===== src/rtl/text_string_renderer.sv =====
// Draws a short text string into a pixel plotter, one handshaked pixel at a time.
// Glyph rows are fetched through combinational lookup ports and replicated by SCALE.
module text_string_renderer #(
  parameter int GLYPH_W  = 8,
  parameter int GLYPH_H  = 10,
  parameter int SCALE    = 1,
  parameter int CHAR_GAP = 1,
  parameter int MAX_LEN  = 16,
  parameter int LEN_W    = 5
) (
  input  logic               clk,
  input  logic               reset,
  input  logic               start,
  input  logic [7:0]         origin_x,
  input  logic [7:0]         origin_y,
  input  logic [LEN_W-1:0]   length,
  input  logic [5:0]         colour,
  input  logic [5:0]         bg_colour,
  input  logic               opaque,
  output logic [LEN_W-1:0]   char_idx,
  input  logic [7:0]         char_code,
  output logic [7:0]         glyph_code,
  output logic [7:0]         glyph_row,
  input  logic [GLYPH_W-1:0] glyph_bits,
  output logic [7:0]         plot_x,
  output logic [7:0]         plot_y,
  output logic [5:0]         plot_colour,
  output logic               plot_valid,
  input  logic               plot_ready,
  output logic               busy,
  output logic               done
);
  localparam int               LINE_PX   = GLYPH_W * SCALE;
  localparam logic [7:0]       STRIDE    = 8'(LINE_PX + CHAR_GAP);
  localparam logic [7:0]       LAST_PX   = 8'(LINE_PX - 1);
  localparam logic [7:0]       LAST_SY   = 8'(SCALE - 1);
  localparam logic [7:0]       LAST_ROW  = 8'(GLYPH_H - 1);
  localparam logic [7:0]       SCALE_8   = 8'(SCALE);
  localparam logic [LEN_W-1:0] MAX_LEN_L = LEN_W'(MAX_LEN);
  localparam logic [GLYPH_W-1:0] MSB_MASK = GLYPH_W'(1) << (GLYPH_W - 1);

  typedef enum logic [1:0] {IDLE, FETCH, DRAW, DONE} state_t;
  state_t state_reg, state_next;

  logic [LEN_W-1:0]   ci_reg, len_reg;
  logic [7:0]         row_reg, sy_reg, px_reg;
  logic [GLYPH_W-1:0] bits_reg;
  logic [7:0]         x_base_reg, y_base_reg, origin_y_reg;
  logic [5:0]         colour_reg, bg_reg;
  logic               opaque_reg;

  logic [LEN_W-1:0]   len_clamped;
  logic [LEN_W:0]     ci_plus1;
  logic [7:0]         col;
  logic               pix_set, pix_plot, advance;
  logic               line_end, last_line, last_row, last_char;

  assign len_clamped = (length > MAX_LEN_L) ? MAX_LEN_L : length;
  assign ci_plus1    = {1'b0, ci_reg} + (LEN_W+1)'(1);

  // Each glyph column is replicated SCALE times across the output line.
  assign col       = px_reg / SCALE_8;
  assign pix_set   = |(bits_reg & (MSB_MASK >> col));
  assign pix_plot  = opaque_reg | pix_set;
  assign advance   = !pix_plot || plot_ready;
  assign line_end  = (px_reg == LAST_PX);
  assign last_line = (sy_reg == LAST_SY);
  assign last_row  = (row_reg == LAST_ROW);
  assign last_char = (ci_plus1 >= {1'b0, len_reg});

  always_ff @(posedge clk) begin
    if (reset) state_reg <= IDLE;
    else       state_reg <= state_next;
  end

  always_comb begin
    state_next = state_reg;
    case (state_reg)
      IDLE:  if (start) state_next = (length == '0) ? DONE : FETCH;
      FETCH: state_next = DRAW;
      DRAW:  if (advance && line_end && last_line)
               state_next = (last_row && last_char) ? DONE : FETCH;
      DONE:  state_next = IDLE;
      default: state_next = IDLE;
    endcase
  end

  always_ff @(posedge clk) begin
    if (reset) begin
      ci_reg       <= '0;
      len_reg      <= '0;
      row_reg      <= '0;
      sy_reg       <= '0;
      px_reg       <= '0;
      bits_reg     <= '0;
      x_base_reg   <= '0;
      y_base_reg   <= '0;
      origin_y_reg <= '0;
      colour_reg   <= '0;
      bg_reg       <= '0;
      opaque_reg   <= 1'b0;
    end else begin
      case (state_reg)
        IDLE: if (start) begin
          ci_reg       <= '0;
          row_reg      <= '0;
          len_reg      <= len_clamped;
          x_base_reg   <= origin_x;
          y_base_reg   <= origin_y;
          origin_y_reg <= origin_y;
          colour_reg   <= colour;
          bg_reg       <= bg_colour;
          opaque_reg   <= opaque;
        end
        FETCH: begin
          bits_reg <= glyph_bits;
          px_reg   <= '0;
          sy_reg   <= '0;
        end
        DRAW: if (advance) begin
          if (!line_end) begin
            px_reg <= px_reg + 8'd1;
          end else if (!last_line) begin
            // Replicated output line: reuse the registered bits, no refetch.
            sy_reg <= sy_reg + 8'd1;
            px_reg <= '0;
          end else if (!last_row) begin
            row_reg    <= row_reg + 8'd1;
            y_base_reg <= y_base_reg + SCALE_8;
          end else if (!last_char) begin
            ci_reg     <= ci_reg + LEN_W'(1);
            row_reg    <= '0;
            x_base_reg <= x_base_reg + STRIDE;
            y_base_reg <= origin_y_reg;
          end
        end
        default: ;
      endcase
    end
  end

  assign char_idx    = ci_reg;
  assign glyph_row   = row_reg;
  assign glyph_code  = (state_reg == FETCH) ? char_code : 8'd0;
  // Pixel outputs are pure functions of held state, so they stay frozen while stalled.
  assign plot_valid  = (state_reg == DRAW) && pix_plot;
  assign plot_x      = (state_reg == DRAW) ? x_base_reg + px_reg : 8'd0;
  assign plot_y      = (state_reg == DRAW) ? y_base_reg + sy_reg : 8'd0;
  assign plot_colour = (state_reg == DRAW) ? (pix_set ? colour_reg : bg_reg) : 6'd0;
  assign busy        = (state_reg != IDLE);
  assign done        = (state_reg == DONE);
endmodule

===== config.mk =====
export PLATFORM = sky130hd
export DESIGN_NAME = text_string_renderer
export DESIGN_NICKNAME = d
export VERILOG_FILES = /design/src/rtl/text_string_renderer.sv
export SDC_FILE = /design/constraint.sdc
export NUM_CORES = 1
export LEC_CHECK = 0
export ABC_AREA = 1
export CORE_MARGIN = 2
export CORE_UTILIZATION = 30
export CTS_CLUSTER_DIAMETER = 30
export CTS_CLUSTER_SIZE = 30
export DETAILED_ROUTE_END_ITERATION = 6
export SYNTH_ARGS = -nofsm -noshare
export SYNTH_HDL_FRONTEND = slang
export SYNTH_SLANG_ARGS = --single-unit

===== constraint.sdc =====
create_clock -name clk -period 2.6 [get_ports clk]
set_input_delay 0.52 -clock clk [delete_from_list [all_inputs] [get_ports clk]]
set_output_delay 0.52 -clock clk [all_outputs]
set_load 0.005 [all_outputs]

== Word-level counts from Yosys, hierarchy flattened ==
Cells that the tools add are included.
Widths: inputs -> output; s select.

* Add/subtract/negate cells: 9
* Multipliers: 0
* Divide/modulo/power cells: 0
* Order comparisons: 2
* Equal/unequal tests: 15
* Shift-type cells: 1
* Muxes and demuxes: 47
* Bitwise logic cells: 2
* Reductions and logical operators: 19

{| class="wikitable"
|+ Operator list
! cell !! count
|-
| $mux 8 || 27
|-
| $pmux 8 s2 || 5
|-
| $mux 5 || 7
|-
| $add 8x1->8 const B || 4
|-
| $add 8x8->8 || 2
|-
| $ne 2x2->1 const B || 8
|-
| $mux 6 || 2
|-
| $pmux 5 s2 || 1
|-
| $add 8x4->8 const B || 1
|-
| $and 8x8->8 || 1
|-
| $eq 8x3->1 const B || 1
|-
| $eq 8x4->1 const B || 1
|-
| $logic_not 8->1 || 1
|-
| $mux 2 || 4
|-
| $pmux 2 s4 || 1
|-
| $reduce_or 8->1 || 1
|-
| $shr 8x8->8 const A || 1
|-
| $reduce_and 7->1 || 1
|-
| $add 5x1->6 const B || 1
|-
| $ge 6x5->1 || 1
|-
| $ne 3x3->1 const B || 2
|-
| $reduce_and 6->1 || 1
|-
| $reduce_bool 2->1 || 3
|-
| $add 5x1->5 const B || 1
|-
| 12 further kinds || 17
|}

* Bits in registers: 81
* Latch bits: 0
* Bits in writable memories: 0
* ROM bits: 0
* Bits of input ports: 54
* Output and inout port bits: 46
* Word-level logic and storage cells: 108
* Memories: 0

== Logic depth before layout (Yosys ltp) ==
Gate-level depths: netlist of the first run.

* Word-level depth: 10
* Mapped depth: 15
* Gate-level depth less buffers: 14

== Least setup slack after synthesis of the first run ==
No wires, ideal clock.

* Kind: register -> register
* From: reg ci_reg[0], in the netlist char_idx[0]
* To: reg x_base_reg[5]
* Library setup time: 0.113 ns
* Arrival time: 2.135 ns
* Data required time: 2.487 ns
* Slack: 0.352 ns
* Stages on the path, launching flop included: 13
* Buffers on the path: 1
* Period minus slack after synthesis: 2.248 ns
* Cells stage by stage: dfxtp_1 ha_1 nand2_1 nor2_1 xor2_1 ha_1 nand3_1 nand4_2 a21oi_4 nand3_4 buf_6 nor2_1 nor2_1

* Cells in the longest elaborated chain, start to end: 4

{| class="wikitable"
|+ Ends and longest elaborated chain
! item !! RTL line !! source
|-
| start, declared || 45 || <nowiki>logic [LEN_W-1:0] ci_reg, len_reg;</nowiki>
|-
| start signal, assigned || 131 || <nowiki>ci_reg <= ci_reg + LEN_W'(1);</nowiki>
|-
| $add 5x1->6 || 59 || <nowiki>assign ci_plus1 = {1'b0, ci_reg} + (LEN_W+1)'(1);</nowiki>
|-
| $ge 6x5->1 || 69 || <nowiki>assign last_char = (ci_plus1 >= {1'b0, len_reg});</nowiki>
|-
| $ne 2x2->1 (no line) || - ||
|-
| $reduce_and 7->1 (no line) || - ||
|-
| end signal, assigned || 108 || <nowiki>x_base_reg <= origin_x;</nowiki>
|-
| end signal, assigned || 133 || <nowiki>x_base_reg <= x_base_reg + STRIDE;</nowiki>
|-
| end, declared || 48 || <nowiki>logic [7:0] x_base_reg, y_base_reg, origin_y_reg;</nowiki>
|}

Every way passes these cells.
A chain may end at the register's enable or synchronous reset.

== Final worst setup path of the first run ==
* From: reg x_base_reg[3]
* To: out plot_x[6]

* Cells in the longest elaborated chain, start to end: 2

{| class="wikitable"
|+ Ends and longest elaborated chain
! item !! RTL line !! source
|-
| $add 8x8->8 || 147 || <nowiki>assign plot_x = (state_reg == DRAW) ? x_base_reg + px_reg : 8'd0;</nowiki>
|-
| $mux 8 || 147 ||
|-
| end, declared || 25 || <nowiki>output logic [7:0] plot_x,</nowiki>
|}

Every way passes these cells.

==> impl_metrics.json, run 1 <==
{
  "status": "finished, violations left",
  "failed_checks": "setup timing",
  "routed_wl_microns": 15800,
  "worstMarginPinSlew_ps": 385,
  "io_buffers": 99,
  "synth_flop_cell": "dfxtp_1",
  "crit_slowest_cell": "ha_1",
  "cts_sinks": 81,
  "crit_start": "x_base_reg[3]",
  "drt_iter0_drc": 358,
  "path_class": "flip-flop to primary output",
  "n_antenna_cell": 0,
  "gp_congestion": 0.815,
  "setup_viol": 1,
  "clk_pin_slew_ps": 60,
  "m1WireLength_microns": 7370,
  "synth_xor_area_frac": 0.0228,
  "rows": 49,
  "finalHoldViolCount": 0,
  "cap_violations": 0,
  "num-nets-final": 1085,
  "grt_overflow_total": 0,
  "drc_errors": 0,
  "wl_per_cell_microns": 12.8,
  "synth_edf_count": 0,
  "place_hpwl_microns": 11200,
  "finalWorstSetupSlack_ps": -129,
  "hold_path_class": "flip-flop to flip-flop",
  "syn_inst": 857,
  "syn_avg_cell_area_sq_um": 6.29,
  "p_leak_uw": 0.00360,
  "synth_fp_nets": 940,
  "fp.coreArea_sq_um": 17800,
  "path_max_fanout": 3,
  "holdCritStartpoint": "bits_reg[0]",
  "peakVddDrop_mv": 0.485,
  "tns_ps": -129,
  "drtAntennaViolNets": 0,
  "grt_start_max_net_pins": 42,
  "synth_cell_types": 39,
  "grt_use_total": 0.164,
  "period_minus_slack_ps": 2730,
  "cts_tree": "yes",
  "dp_slack_ps": -134,
  "wl_met2_microns": 7280,
  "ctsHoldBuffers": 0,
  "vias": 5699,
  "die-area_sq_um": 19100,
  "synthArstFlopShare": 0,
  "die_x_microns": 138,
  "setup.worst_path.start_class": "flip-flop",
  "grt_pass1_wl_microns": 25800,
  "crit_chain": "ha_1 > a21oi_1 > inv_1 > a31oi_4 > buf_6 > nor2_2 > nor2_1 > nor2_1 > buf_4 > nor3_4 > nor3_2 > buf_2",
  "viasPerCell": 4.61,
  "clk_path_buf_depth": 2,
  "fin_worst_skew_ps": 10.1,
  "cts_buffers": 9,
  "utilization": 0.422,
  "top_layer": "met4",
  "wl_met3_microns": 885,
  "syn_to_final_growth_pct": 39.4,
  "clock_latency_ps": 360,
  "seq_area_frac_synth": 0.301,
  "period_share": 1.05,
  "grt_pass1_vias": 5345,
  "io_pins": 100,
  "cpLargestDelayFamily": "buffers and inverters",
  "synth_area_leaders": "dfxtp_1, nor2_1, nand2_1",
  "htree_levels": 3,
  "initial_utilization": 0.303,
  "synth_most_common_cell": "nor2_1",
  "rsz0062_at_grt": "true",
  "hold_ws_ps": 456,
  "path_common_cell": "nor2_1",
  "crit_buf_inv": 4,
  "root_buffer": "clkbuf_16",
  "critPathCaptureType": "primary output",
  "yosys_warnings": 0,
  "synth-simple-area-share": 0.350,
  "die_height_microns": 138,
  "synth_top_family_by_area": "simple AND/OR/NAND/NOR gates",
  "max_stage_delay_ps": 330,
  "reg2reg_from": "char_idx[0]",
  "required_ps": 2080,
  "slew_headroom": 0.743,
  "slew_viol_final": 0,
  "synth_compound_area_frac": 0.135,
  "synthAdderAreaFrac": 0.0701,
  "synthMuxAreaShare": 0.00186,
  "drt_pass1_iterations": 4,
  "p_per_area_nw_per_um2": 1140,
  "synth_commonest_cells": "nor2_1, nand2_1, inv_1",
  "netlist_area_sq_um": 5390,
  "netlist.area_leader.share": 0.301,
  "timing.fmax_ghz": 0.366,
  "ys_ff_latch": 81,
  "yosys.area.top_type": "dfxtp_1",
  "drive_above_1_share": 0.159,
  "antenna_found_initial": 0,
  "arrival_ps": 2210
}
layout make-up:
cell class / instances / area (sq um)
fill: 1901 / 10300
multi-input combinational: 615 / 3320
sequential: 81 / 1650
timing repair buffer: 165 / 1470
inverter: 130 / 493
tap: 229 / 287
clock buffer: 10 / 239
clock inverter: 6 / 52.6
worst paths after layout:
path              cells after the start          end  slack (ps)
setup / recovery                     12    plot_x[6]        -130
hold / removal                        2  bits_reg[0]         460
setup reg to reg                     13  char_idx[0]         170
hold reg to reg                       2  bits_reg[0]         460
worst min-delay path: stages, from the launching register on:
cell     delay [ps]
dfxtp_1         290
inv_1            60
a21oi_1          60
cells by family (layout without fill, tap and decap cells):
| family | after synthesis | count (layout) |
|---|---|---|
| simple gates | 436 | 438 |
| fa+ha+maj | 29 | 29 |
| compound gates | 133 | 133 |
| mux | 1 | 1 |
| buf+inv | 163 | 311 |
| xor+xnor | 14 | 14 |
| flops | 81 | 81 |
through the flow:
stage | total power [uW] | cell area [sq um] | cells
after detailed placement | 6940 | 7000 | 1213
final | 8530 | 7510 | 1236
after global routing | 9380 | 7510 | 1236
after global placement | 6890 | 7000 | 1213
after CTS | 8340 | 7380 | 1233
after floorplan | 5090 | 5390 | 857
cell usage in the layout (no fill, tap or decap), types with 10 or more instances in the layout:
| master | instances |
|---|---|
| inv_1 | 120 |
| ha_1 | 22 |
| dfxtp_1 | 65 |
| nand2_1 | 146 |
| a21oi_1 | 41 |
| nand3_1 | 36 |
| dfxtp_2 | 14 |
| buf_4 | 62 |
| dlygate4sd2_1 | 10 |
| xor2_1 | 12 |
| clkdlybuf4s50_1 | 79 |
| nand4_1 | 31 |
| nor2_1 | 185 |
| o21ai_0 | 62 |
layer usage:
metal  vias up  global-route usage
met5         -                   0
met4         0              0.0526
met3        18              0.0450
met2       107               0.266
met1      2548               0.211
li1       3026                   -
timing repair:
item	in CTS	in global routing
buffers inserted	4	1
pin swaps	21	24
endpoints found under the setup margin	21	29
gates cloned	0	2
gates resized for setup	63	38
power breakdown:
group	internal [uW]	total, uW	switching, uW
Sequential	1740	2150	408
Combinational	2180	5120	2930
Clock	685	1260	573
(Power assumes the default switching activity.)
==> run 2: changes to the inputs <==
- SLEW_MARGIN: default -> 25
==> results of run 2 <==
The final DEF is identical to that of run 1; final timing and power are the same.
==> run 3: changes to the inputs <==
- CORE_UTILIZATION: 30 -> 53
- PLACE_DENSITY: default -> 0.81
- SKIP_CTS_REPAIR_TIMING: default -> 1
==> run 3 against run 2 <==
Effect of this change:
- the run still ends with setup timing left
- utilization increased by 31 points
- via count is 1.4% higher
- non-clock buffer count shrank 10
- total power fell by 6.9%
- clock power fell by 31%
- setup slack better by 110 ps
- first-iteration DRC count up 16%
- design area fell by 4.3%
- largest power group unchanged
==> impl_metrics.json, run 3 (same netlist as run 1, synthesis figures left out) <==
{
  "setup_viol": 1,
  "vias": 5776,
  "setup.worst_path.start_class": "flip-flop",
  "r2r_slack_ps": 100,
  "wl_per_cell_microns": 12.8,
  "gp_congestion": 0.906,
  "rsz0062_at_grt": "true",
  "grt_start_max_net_pins": 50,
  "drt_pass1_iterations": 7,
  "die-area_sq_um": 11000,
  "critPathCaptureType": "primary output",
  "path_common_cell": "nor2_1",
  "final_common_cell": "nor2_1",
  "place_hpwl_microns": 10300,
  "grt_pass1_wl_microns": 23200,
  "fillers": 844,
  "path_max_fanout": 2,
  "rows": 36,
  "multi_input_area_sq_um": 3280,
  "max_stage_delay_ps": 410,
  "cts_tree": "yes",
  "utilization": 0.732,
  "root_buffer": "clkbuf_8",
  "drtAntennaViolNets": 0,
  "mostFrequentLayoutCells": "nor2_1, nand2_1, inv_1",
  "p_leak_uw": 0.00364,
  "peakVddDrop_mv": 0.498,
  "initial_utilization": 0.549,
  "cts_buffers": 9,
  "p_per_area_nw_per_um2": 1100,
  "status": "finished, violations left",
  "antenna_found_initial": 0,
  "num-nets-final": 1073,
  "period_share": 1.01,
  "n_antenna_cell": 0,
  "period_minus_slack_ps": 2620,
  "power_uw": 7940,
  "regArea_sq_um": 1640,
  "finalWorstSetupSlack_ps": -17.6,
  "slew_viol_final": 0,
  "required_ps": 2080,
  "timing.fmax_ghz": 0.382,
  "cap_violations": 0,
  "clk_path_buf_depth": 2,
  "slew_headroom": 0.696,
  "dp_cells": 1109,
  "path_class": "flip-flop to primary output",
  "fp.coreArea_sq_um": 9820,
  "hold_path_class": "flip-flop to flip-flop",
  "syn_to_final_growth_pct": 33.3,
  "drc_errors": 0,
  "crit_chain": "ha_4 > fa_2 > a31oi_4 > nor2_1 > nor2_1 > nor2_1 > o21a_1 > nor3_2 > buf_2",
  "dp_slack_ps": -104,
  "clk_pin_slew_ps": 70,
  "arrival_ps": 2100,
  "htree_levels": 3,
  "worstMarginPinSlew_ps": 456,
  "grt_pass1_vias": 5047,
  "finalHoldViolCount": 0,
  "grt_overflow_total": 0,
  "cts_sinks": 81,
  "drive_above_1_share": 0.142,
  "stdcell_count": 1127,
  "die_height_microns": 105,
  "clock_latency_ps": 360,
  "io_pins": 100,
  "viasPerCell": 5.13,
  "failed_checks": "setup timing",
  "tns_ps": -17.6,
  "drt_iter0_drc": 414,
  "crit_slowest_cell": "fa_2",
  "routed_wl_microns": 14500,
  "fin_worst_skew_ps": 10.9,
  "grt_use_total": 0.255,
  "die_x_microns": 105,
  "io_buffers": 99
}
run 3: cell types whose count changed in the layout (fill, tap and decap cells not counted), sizes merged:
cell	delta
dlymetal6s2s	+12
clkdlybuf4s50	+1
dlygate4sd2	-10
clkinv	-3
buf	-14
nand3	-2
clkbuf	+4
inv	-2
clkinvlp	+1
run 3: final timing paths:
path / to / depth (start not counted) / start
worst min-delay path: bits_reg[4] / 2 / bits_reg[4]
worst max register to register: y_base_reg[3] / 13 / char_idx[0]
worst min register to register: bits_reg[4] / 2 / bits_reg[4]
worst max-delay path: plot_x[6] / 9 / px_reg[0]
run 3: through the flow:
stage | hold slack (ps) | cell area, sq um
after floorplan | 430 | 5390
after global placement | 449 | 6790
after detailed placement | 458 | 6790
after CTS | 468 | 6970
after global routing | 491 | 7190
final | 463 | 7190
run 3: final cells by class:
type,count,share of cell area
clock buffer,13,0.0235
inverter,130,0.0683
tap,133,0.0232
clock inverter,2,0.00174
timing repair buffer,155,0.198
multi-input combinational,613,0.456
sequential,81,0.229
run 3: power breakdown:
| part | switching (uW) | internal, uW |
|---|---|---|
| Combinational | 2830 | 2070 |
| Sequential | 435 | 1740 |
| Clock | 445 | 419 |
| Total | 3710 | 4230 |
run 3: critical path: cells and delay by family, from the launching register on:
| kind | cells | cell delay, ps |
|---|---|---|
| adders and majority gates | 2 | 580 |
| buffers and inverters | 1 | 130 |
| DFF | 1 | 340 |
| AOI/OAI and AO/OA | 2 | 390 |
| and+or+nand+nor | 4 | 300 |
run 3: per-layer routing:
layer	up-vias	wire, microns	GRT usage	share of wire
met5	-	0	0	0
met3	20	1050	0.0543	0.072
li1	3000	-	-	-
met1	2566	6580	0.345	0.46
met2	190	6620	0.404	0.46
met4	0	208	0.0838	0.014
